--- src/rtl/uart_tx_scheduler.sv ---
// uart_tx_scheduler: shares one UART transmitter between a multi-byte block
// source and a single-byte status source. Blocks are sent MSB byte first,
// one tx_start/tx_done handshake per byte.
//
// Build option: define UART_TX_SCHED_GAP_EN to compile in the GAP state, which
// holds the line idle for GAP_TICKS s_tick pulses after every byte. Without it,
// bytes go back-to-back and s_tick is unused.
//
// Handshakes: a request is accepted in the cycle where valid & ready are both
// high. ready is combinational, only ever high in IDLE, and only for the
// requester that wins arbitration this cycle, so ready never rises without its
// own valid. Requests are not sampled outside IDLE.
module uart_tx_scheduler #(
  parameter int NBYTES    = 16,
  parameter int GAP_TICKS = 16
) (
  input  logic                clk,
  input  logic                reset,
  input  logic                s_tick,
  input  logic                blk_valid,
  input  logic [8*NBYTES-1:0] blk_data,
  output logic                blk_ready,
  input  logic                stat_valid,
  input  logic [7:0]          stat_data,
  output logic                stat_ready,
  output logic                tx_start,
  output logic [7:0]          tx_byte,
  input  logic                tx_done,
  output logic                busy,
  output logic                blk_sent,
  output logic [1:0]          state_dbg
);

  localparam int W  = 8 * NBYTES;
  localparam int CW = (NBYTES > 1) ? $clog2(NBYTES) : 1;

  typedef enum logic [1:0] {
    IDLE  = 2'd0,
    START = 2'd1,
    WAIT  = 2'd2,
    GAP   = 2'd3
  } state_t;

  state_t          state_q, state_d;
  logic            last_blk_q;   // 1: last grant went to the block source
  logic [W-1:0]    shreg_q;      // current byte always sits in the top 8 bits
  logic [CW-1:0]   cnt_q;        // bytes remaining after the current one
  logic            job_blk_q;    // current job came from the block source
  logic            blk_sent_q;
  logic            grant_blk, grant_stat;
  logic            byte_done;

  // Round-robin: on a tie the source that was not granted last time wins.
  assign grant_blk  = (state_q == IDLE) & blk_valid  & (~stat_valid | ~last_blk_q);
  assign grant_stat = (state_q == IDLE) & stat_valid & (~blk_valid  |  last_blk_q);
  assign byte_done  = (state_q == WAIT) & tx_done;

  assign blk_ready  = grant_blk;
  assign stat_ready = grant_stat;
  assign tx_start   = (state_q == START);
  assign tx_byte    = shreg_q[W-1 -: 8];
  assign busy       = (state_q != IDLE);
  assign blk_sent   = blk_sent_q;
  assign state_dbg  = state_q;

`ifdef UART_TX_SCHED_GAP_EN
  localparam int GW = (GAP_TICKS > 0) ? $clog2(GAP_TICKS + 1) : 1;
  localparam logic [GW-1:0] GAP_LAST = GW'((GAP_TICKS > 0) ? GAP_TICKS - 1 : 0);
  localparam logic [GW-1:0] GAP_TERM = GW'(GAP_TICKS);

  logic [GW-1:0] gap_cnt_q;
  logic          more_q;        // bytes remain once the gap expires
  logic          gap_hit;

  assign gap_hit = (state_q == GAP) & s_tick & (gap_cnt_q == GAP_LAST);

  // Gap tick counter: cleared while waiting on the byte, saturates at GAP_TICKS.
  always_ff @(posedge clk) begin
    if (reset) begin
      gap_cnt_q <= '0;
      more_q    <= 1'b0;
    end else begin
      if (state_q == WAIT) begin
        gap_cnt_q <= '0;
      end else if ((state_q == GAP) && s_tick && (gap_cnt_q != GAP_TERM)) begin
        gap_cnt_q <= gap_cnt_q + GW'(1);
      end
      if (byte_done) begin
        more_q <= (cnt_q != '0);
      end
    end
  end
`else
  logic unused_s_tick;
  assign unused_s_tick = s_tick;
`endif

  // State register.
  always_ff @(posedge clk) begin
    if (reset) begin
      state_q <= IDLE;
    end else begin
      state_q <= state_d;
    end
  end

  // Next-state logic.
  always_comb begin
    state_d = state_q;
    case (state_q)
      IDLE: begin
        if (grant_blk | grant_stat) begin
          state_d = START;
        end
      end
      START: begin
        state_d = WAIT;
      end
      WAIT: begin
        if (tx_done) begin
`ifdef UART_TX_SCHED_GAP_EN
          if (GAP_TICKS > 0) begin
            state_d = GAP;
          end else begin
            state_d = (cnt_q != '0) ? START : IDLE;
          end
`else
          state_d = (cnt_q != '0) ? START : IDLE;
`endif
        end
      end
`ifdef UART_TX_SCHED_GAP_EN
      GAP: begin
        if (gap_hit) begin
          state_d = more_q ? START : IDLE;
        end
      end
`endif
      default: begin
        state_d = IDLE;
      end
    endcase
  end

  // Job datapath: load on grant, shift to the next byte on each non-final tx_done.
  always_ff @(posedge clk) begin
    if (reset) begin
      shreg_q    <= '0;
      cnt_q      <= '0;
      job_blk_q  <= 1'b0;
      last_blk_q <= 1'b1;
    end else if (grant_blk) begin
      shreg_q    <= blk_data;
      cnt_q      <= CW'(NBYTES - 1);
      job_blk_q  <= 1'b1;
      last_blk_q <= 1'b1;
    end else if (grant_stat) begin
      shreg_q    <= W'(stat_data) << (W - 8);
      cnt_q      <= '0;
      job_blk_q  <= 1'b0;
      last_blk_q <= 1'b0;
    end else if (byte_done && (cnt_q != '0)) begin
      shreg_q    <= shreg_q << 8;
      cnt_q      <= cnt_q - CW'(1);
    end
  end

  // Block-complete pulse, one cycle after the final tx_done of a block job.
  always_ff @(posedge clk) begin
    if (reset) begin
      blk_sent_q <= 1'b0;
    end else begin
      blk_sent_q <= byte_done & (cnt_q == '0) & job_blk_q;
    end
  end

endmodule

--- config.mk ---
export PLATFORM = sky130hd
export DESIGN_NAME = uart_tx_scheduler
export DESIGN_NICKNAME = d
export VERILOG_FILES = /design/src/rtl/uart_tx_scheduler.sv
export SDC_FILE = /design/constraint.sdc
export NUM_CORES = 1
export LEC_CHECK = 0
export CAP_MARGIN = 20
export CORE_MARGIN = 2
export CORE_UTILIZATION = 45
export DETAILED_ROUTE_END_ITERATION = 16
export PLACE_DENSITY = 0.74
export SYNTH_ARGS = -nofsm -noshare
export SYNTH_HDL_FRONTEND = slang
export SYNTH_SLANG_ARGS = --single-unit
--- constraint.sdc ---
create_clock -name clk -period 2.5 [get_ports clk]
set_clock_uncertainty 0.05 [all_clocks]
set_input_delay 0.5 -clock clk [delete_from_list [all_inputs] [get_ports clk]]
set_output_delay 0.5 -clock clk [all_outputs]
set_load 0.01 [all_outputs]
[After elaboration in Yosys (flattened, before gate mapping)]
Index checks and enable logic that the tools add are counted.
Word-level totals
  bits in registers: 137
  input bits: 142
  output and inout port bits: 15
Cells by class
  add/subtract/negate cells: 1
  equality and inequality tests: 4
  multiplexer cells: 12
  bitwise operators: 13
  reductions and logical operators: 9
Operator list (number)
  128-bit 2-to-1 mux: 3
  4-bit 2-to-1 mux: 3
  1-bit AND: 7
  2-bit case mux with 3 select lines: 1
  4-bit logical NOT: 1
  2-bit 2-to-1 mux: 2
  2-bit nonzero test: 2
  4-bit nonzero test: 1
  4-bit by 1-bit subtractor with 4-bit output (second input constant): 1
  1-bit 2-to-1 mux: 3
  1-bit inverter: 3
  1-bit OR: 3
  3-bit nonzero test: 1
  2-bit by 1-bit == test with 1-bit output (second input constant): 1
  2-bit == test (second input constant): 1
  2-bit logical NOT: 1
  2-bit by 1-bit != test with 1-bit output (second input constant): 1
  2-bit != test (second input constant): 1
  2-bit AND reduction: 1
  2-bit OR reduction: 1
  1-bit logical AND: 1

[Longest topological paths before layout]
  depth in word-level cells: 6
  depth in mapped cells: 8
  depth with buffers taken out: 6

[Least setup slack after synthesis]
Ideal clock, no wire load.
  path type: reg-to-reg
  from: reg cnt_q[0]
  to: reg shreg_q[31]
  arrival: 1.565 ns
  required time: 2.369 ns
  setup slack: 0.803 ns
  stages on the path, launching flop included: 9
  buffers on the path: 2
  cell sequence: dfxtp_1 > inv_1 > ha_1 > or3b_1 > nand2_2 > buf_6 > buf_2 > o21ai_0 > a211oi_2
On the way
  longest elaborated chain between the ends: 3
Ends and longest elaborated chain
  start, declared: RTL line 47  | logic [CW-1:0] cnt_q;
  start signal, assigned: RTL line 154  | cnt_q <= CW'(NBYTES - 1);
  start signal, assigned: RTL line 164  | cnt_q <= cnt_q - CW'(1);
  4-bit nonzero test: RTL line 162  | end else if (byte_done && (cnt_q != '0)) begin
  1-bit logical AND: RTL line 162
  3-bit nonzero test (no line)
  end signal, assigned: RTL line 153  | shreg_q <= blk_data;
  end signal, assigned: RTL line 158  | shreg_q <= W'(stat_data) << (W - 8);
  end signal, assigned: RTL line 163  | shreg_q <= shreg_q << 8;
  end, declared: RTL line 46  | logic [W-1:0] shreg_q;
No other way between the ends.
A chain may end at the register's enable or synchronous reset.

[Final worst setup path]
  from: in stat_valid
  to: out blk_ready
On the way
  longest elaborated chain between the ends: 3
Ends and longest elaborated chain
  start, declared: RTL line 23  | input logic stat_valid,
  1-bit inverter: RTL line 54  | assign grant_blk = (state_q == IDLE) & blk_valid & (~stat_valid | ~last_blk_q);
  1-bit OR: RTL line 54
  1-bit AND: RTL line 54
  end, declared: RTL line 22  | output logic blk_ready,
No other way between the ends.

==> impl_metrics.py <==
metrics = {
    "sta": {
        "finalCriticalPeriod_ns": 2.375,
        "slew_viol_final": 0,
        "max_freq_mhz": 421.1,
        "setup_viol": 0,
        "final_hold_viol_count": 0,
        "worst_slew_pin_slew_ns": 0.5700,
        "finalCritPeriodShare_pct": 94.99,
        "totalNegativeSetupSlack_ns": 0,
        "rsz0062_at_grt": "false",
        "slew_headroom_pct": 61.92,
    },
    "hold_path": {
        "hp-class": "reg2reg",
        "holdPathStages": 1,
    },
    "place": {
        "gp_congestion": 0.8084,
        "dp_hpwl_mm": 10.86,
        "placed_cell_area_um2": 7825,
        "io_buffers": 155,
    },
    "worst_setup_path": {
        "cp_data_required_time_ns": 1.95,
        "crit_buf_inv": 3,
        "cp-end-kind": "output pin",
        "slowest_stage": "clkdlybuf4s50_1",
        "critical_path_class": "in2out",
        "worst_ep_arrival_time_ns": 1.82,
        "cpMostUsedCell": "clkdlybuf4s50_1",
        "crit_fanout": 3,
        "path_cells": "clkdlybuf4s50_1 > nand2_1 > nand3_2 > clkinv_2 > clkdlybuf4s50_1",
        "critical_path_depth": 5,
        "start_kind": "primary input",
        "crit_family": "buffers and inverters",
        "r2r_cells": 7,
        "slowest_delay_ns": 0.62,
    },
    "detailed_routing": {
        "dr_wl_met3_mm": 1.044,
        "antenna_left": 0,
        "met2_length_mm": 8.124,
        "wire_per_inst_um": 15.81,
        "wl_met1_mm": 7.215,
        "routed_wl_mm": 16.69,
        "drtIter0Drc": 556,
        "first_pass_iters": 5,
        "via_per_inst": 5.527,
        "drcViolationCount": 0,
        "vias": 5836,
        "top_layer": "met4",
    },
    "synthesis": {
        "netlist_area_um2": 6178,
        "ys_seq_elements": 137,
        "synth_warnings": 0,
        "synth_area_leaders": "dfxtp_1 44%, a211oi_2 11%, o21ai_0 9.2%",
        "synth.most_common_cell": "nor2_1",
        "syn_avg_cell_area_um2": 8.162,
        "synth_edf_count": 0,
        "seq_area_frac_synth_pct": 44.39,
        "yosys.area.top_type": "dfxtp_1",
        "synthCells": 757,
        "netlist.area_leader.share_pct": 44.39,
        "synthFlopType": "dfxtp_1",
        "syn_nets": 900,
        "async_reset_ff_share_pct": 0,
        "synthTopCellsByCount": "140 x nor2_1, 137 x dfxtp_1, 115 x nand2_1",
        "synth_cell_types": 35,
    },
    "clocking": {
        "clockBufferDepth": 2,
        "numCtsBuffers": 17,
        "clkSinkCount": 137,
        "cts.hold.buffers_added": 0,
        "post_cts_buffers": 0,
        "cts.clk_slew.worst_paths_ns": 0.05,
        "clock_latency_ns": 0.42,
        "ctsResizeCount": 0,
        "ctsHtreeMaxLevel": 4,
        "cts_tree": "yes",
        "cts-root-buf": "clkbuf_16",
    },
    "power_and_ir_drop": {
        "switching_power_uw": 1785,
        "leakage_uw": 0.003007,
        "ir_drop_uv": 465.2,
        "switching_share_pct": 28.12,
        "power_frac_seq_pct": 40.9,
        "clkPwrFrac_pct": 37.0,
        "power_density_nw_per_um2": 757.6,
        "combPwrFrac_pct": 22.1,
        "internal_power_uw": 4564,
    },
    "floorplan": {
        "start_util_pct": 46.29,
        "die_y_um": 121.2,
        "coreArea_um2": 13350,
        "ios": 157,
        "die_area_um2": 14680,
        "rows": 42,
        "die_x_um": 121.2,
    },
    "cells_and_area": {
        "antenna_cells": 0,
        "fillers": 1179,
        "design_area_um2": 8381,
        "synthToLayoutAreaGrowth_pct": 35.64,
        "multiInputGateArea_um2": 3049,
        "seq_area_um2": 2743,
        "final_util_pct": 62.79,
        "nets": 1012,
        "drive_above_1_share_pct": 12.05,
    },
    "global_routing": {
        "antenna_found_initial": 0,
        "grt_pass1_wl_mm": 27.29,
        "grt_max_degree": 122,
        "grt.overflow.total": 0,
        "grt_use_total_pct": 23.31,
        "grt_pass1_vias": 5676,
    },
    "run_status": {
        "status": "finished, final reports clean",
    },
    "job": {
        "maxCapViolations": 0,
    },
}
## power groups by stage
stage,Sequential [uW],Clock [uW],Combinational [uW]
final,2600,2350,1400
after detailed placement,2640,0,1390
after global routing,2630,2470,1560
after floorplan,2590,0,920
after CTS,2600,2380,1410
after global placement,2630,0,1360
## cells by family after synthesis
kind of cell | share of synthesized area [%]
flip-flops | 44.39
AND/OR/NAND/NOR | 18.31
adder cells (fa/ha/maj) | 0.2025
AO/OA/AOI/OAI | 30.32
XOR/XNOR | 0.1418
buffers and inverters | 6.642
## cells in the final DEF, fill, tap and decap left out, drive strengths merged, types with 8 or more instances in the layout
master         synthesis  layout
clkdlybuf4s50          0     154
nor2                 141     141
clkbuf                29      29
nor4                   8       8
o21ai                115     115
o22ai                 11      11
buf                   49      17
a211oi               112     112
a32oi                  8       8
dfxtp                137     137
nand2                116     116
## sequential cells by signal, indices dropped and copies added (netlist names)
signal      count
job_blk_q       1
last_blk_q      1
blk_sent        1
state_dbg       2
cnt_q           4
shreg_q       128
## area by class of cell
type	instances	share of cell area [%]
multi-input combinational	534	36.38
sequential	137	32.73
timing repair buffer	171	21.26
clock buffer	29	6.569
tap	176	2.628
inverter	8	0.3732
clock inverter	1	0.05972
## per-stage QoR
| stage | power, uW | worst slack [ns] | hold WS (ns) | instances |
|---|---|---|---|---|
| after floorplan | 3511 | 0.8034 | 0.3988 | 757 |
| after global placement | 3995 | 0.1229 | 0.4199 | 1026 |
| after detailed placement | 4035 | 0.1244 | 0.4230 | 1026 |
| after CTS | 6387 | 0.1034 | 0.4358 | 1056 |
| after global routing | 6649 | 0.06535 | 0.4705 | 1056 |
| final | 6349 | 0.1253 | 0.4422 | 1056 |
## path summary, 6_finish.rpt
check / startpoint / end / slack (ns)
worst min register to register: job_blk_q$_SDFFE_PP0P_ / blk_sent$_SDFF_PP0_ / 0.44
worst max-delay path: stat_valid / blk_ready / 0.13
worst max register to register: cnt_q[0]$_SDFFE_PP0P_ / shreg_q[96]$_SDFFE_PP0P_ / 0.34
worst min-delay path: job_blk_q$_SDFFE_PP0P_ / blk_sent$_SDFF_PP0_ / 0.44
## per-layer routing
layer / vias to the layer above / GRT usage (%)
li1: 2856 / -
met1: 2803 / 29.81
met2: 153 / 37.96
met3: 24 / 6.156
met4: 0 / 8.333
met5: - / 0
No activity file was read; power rests on OpenSTA's default activity.
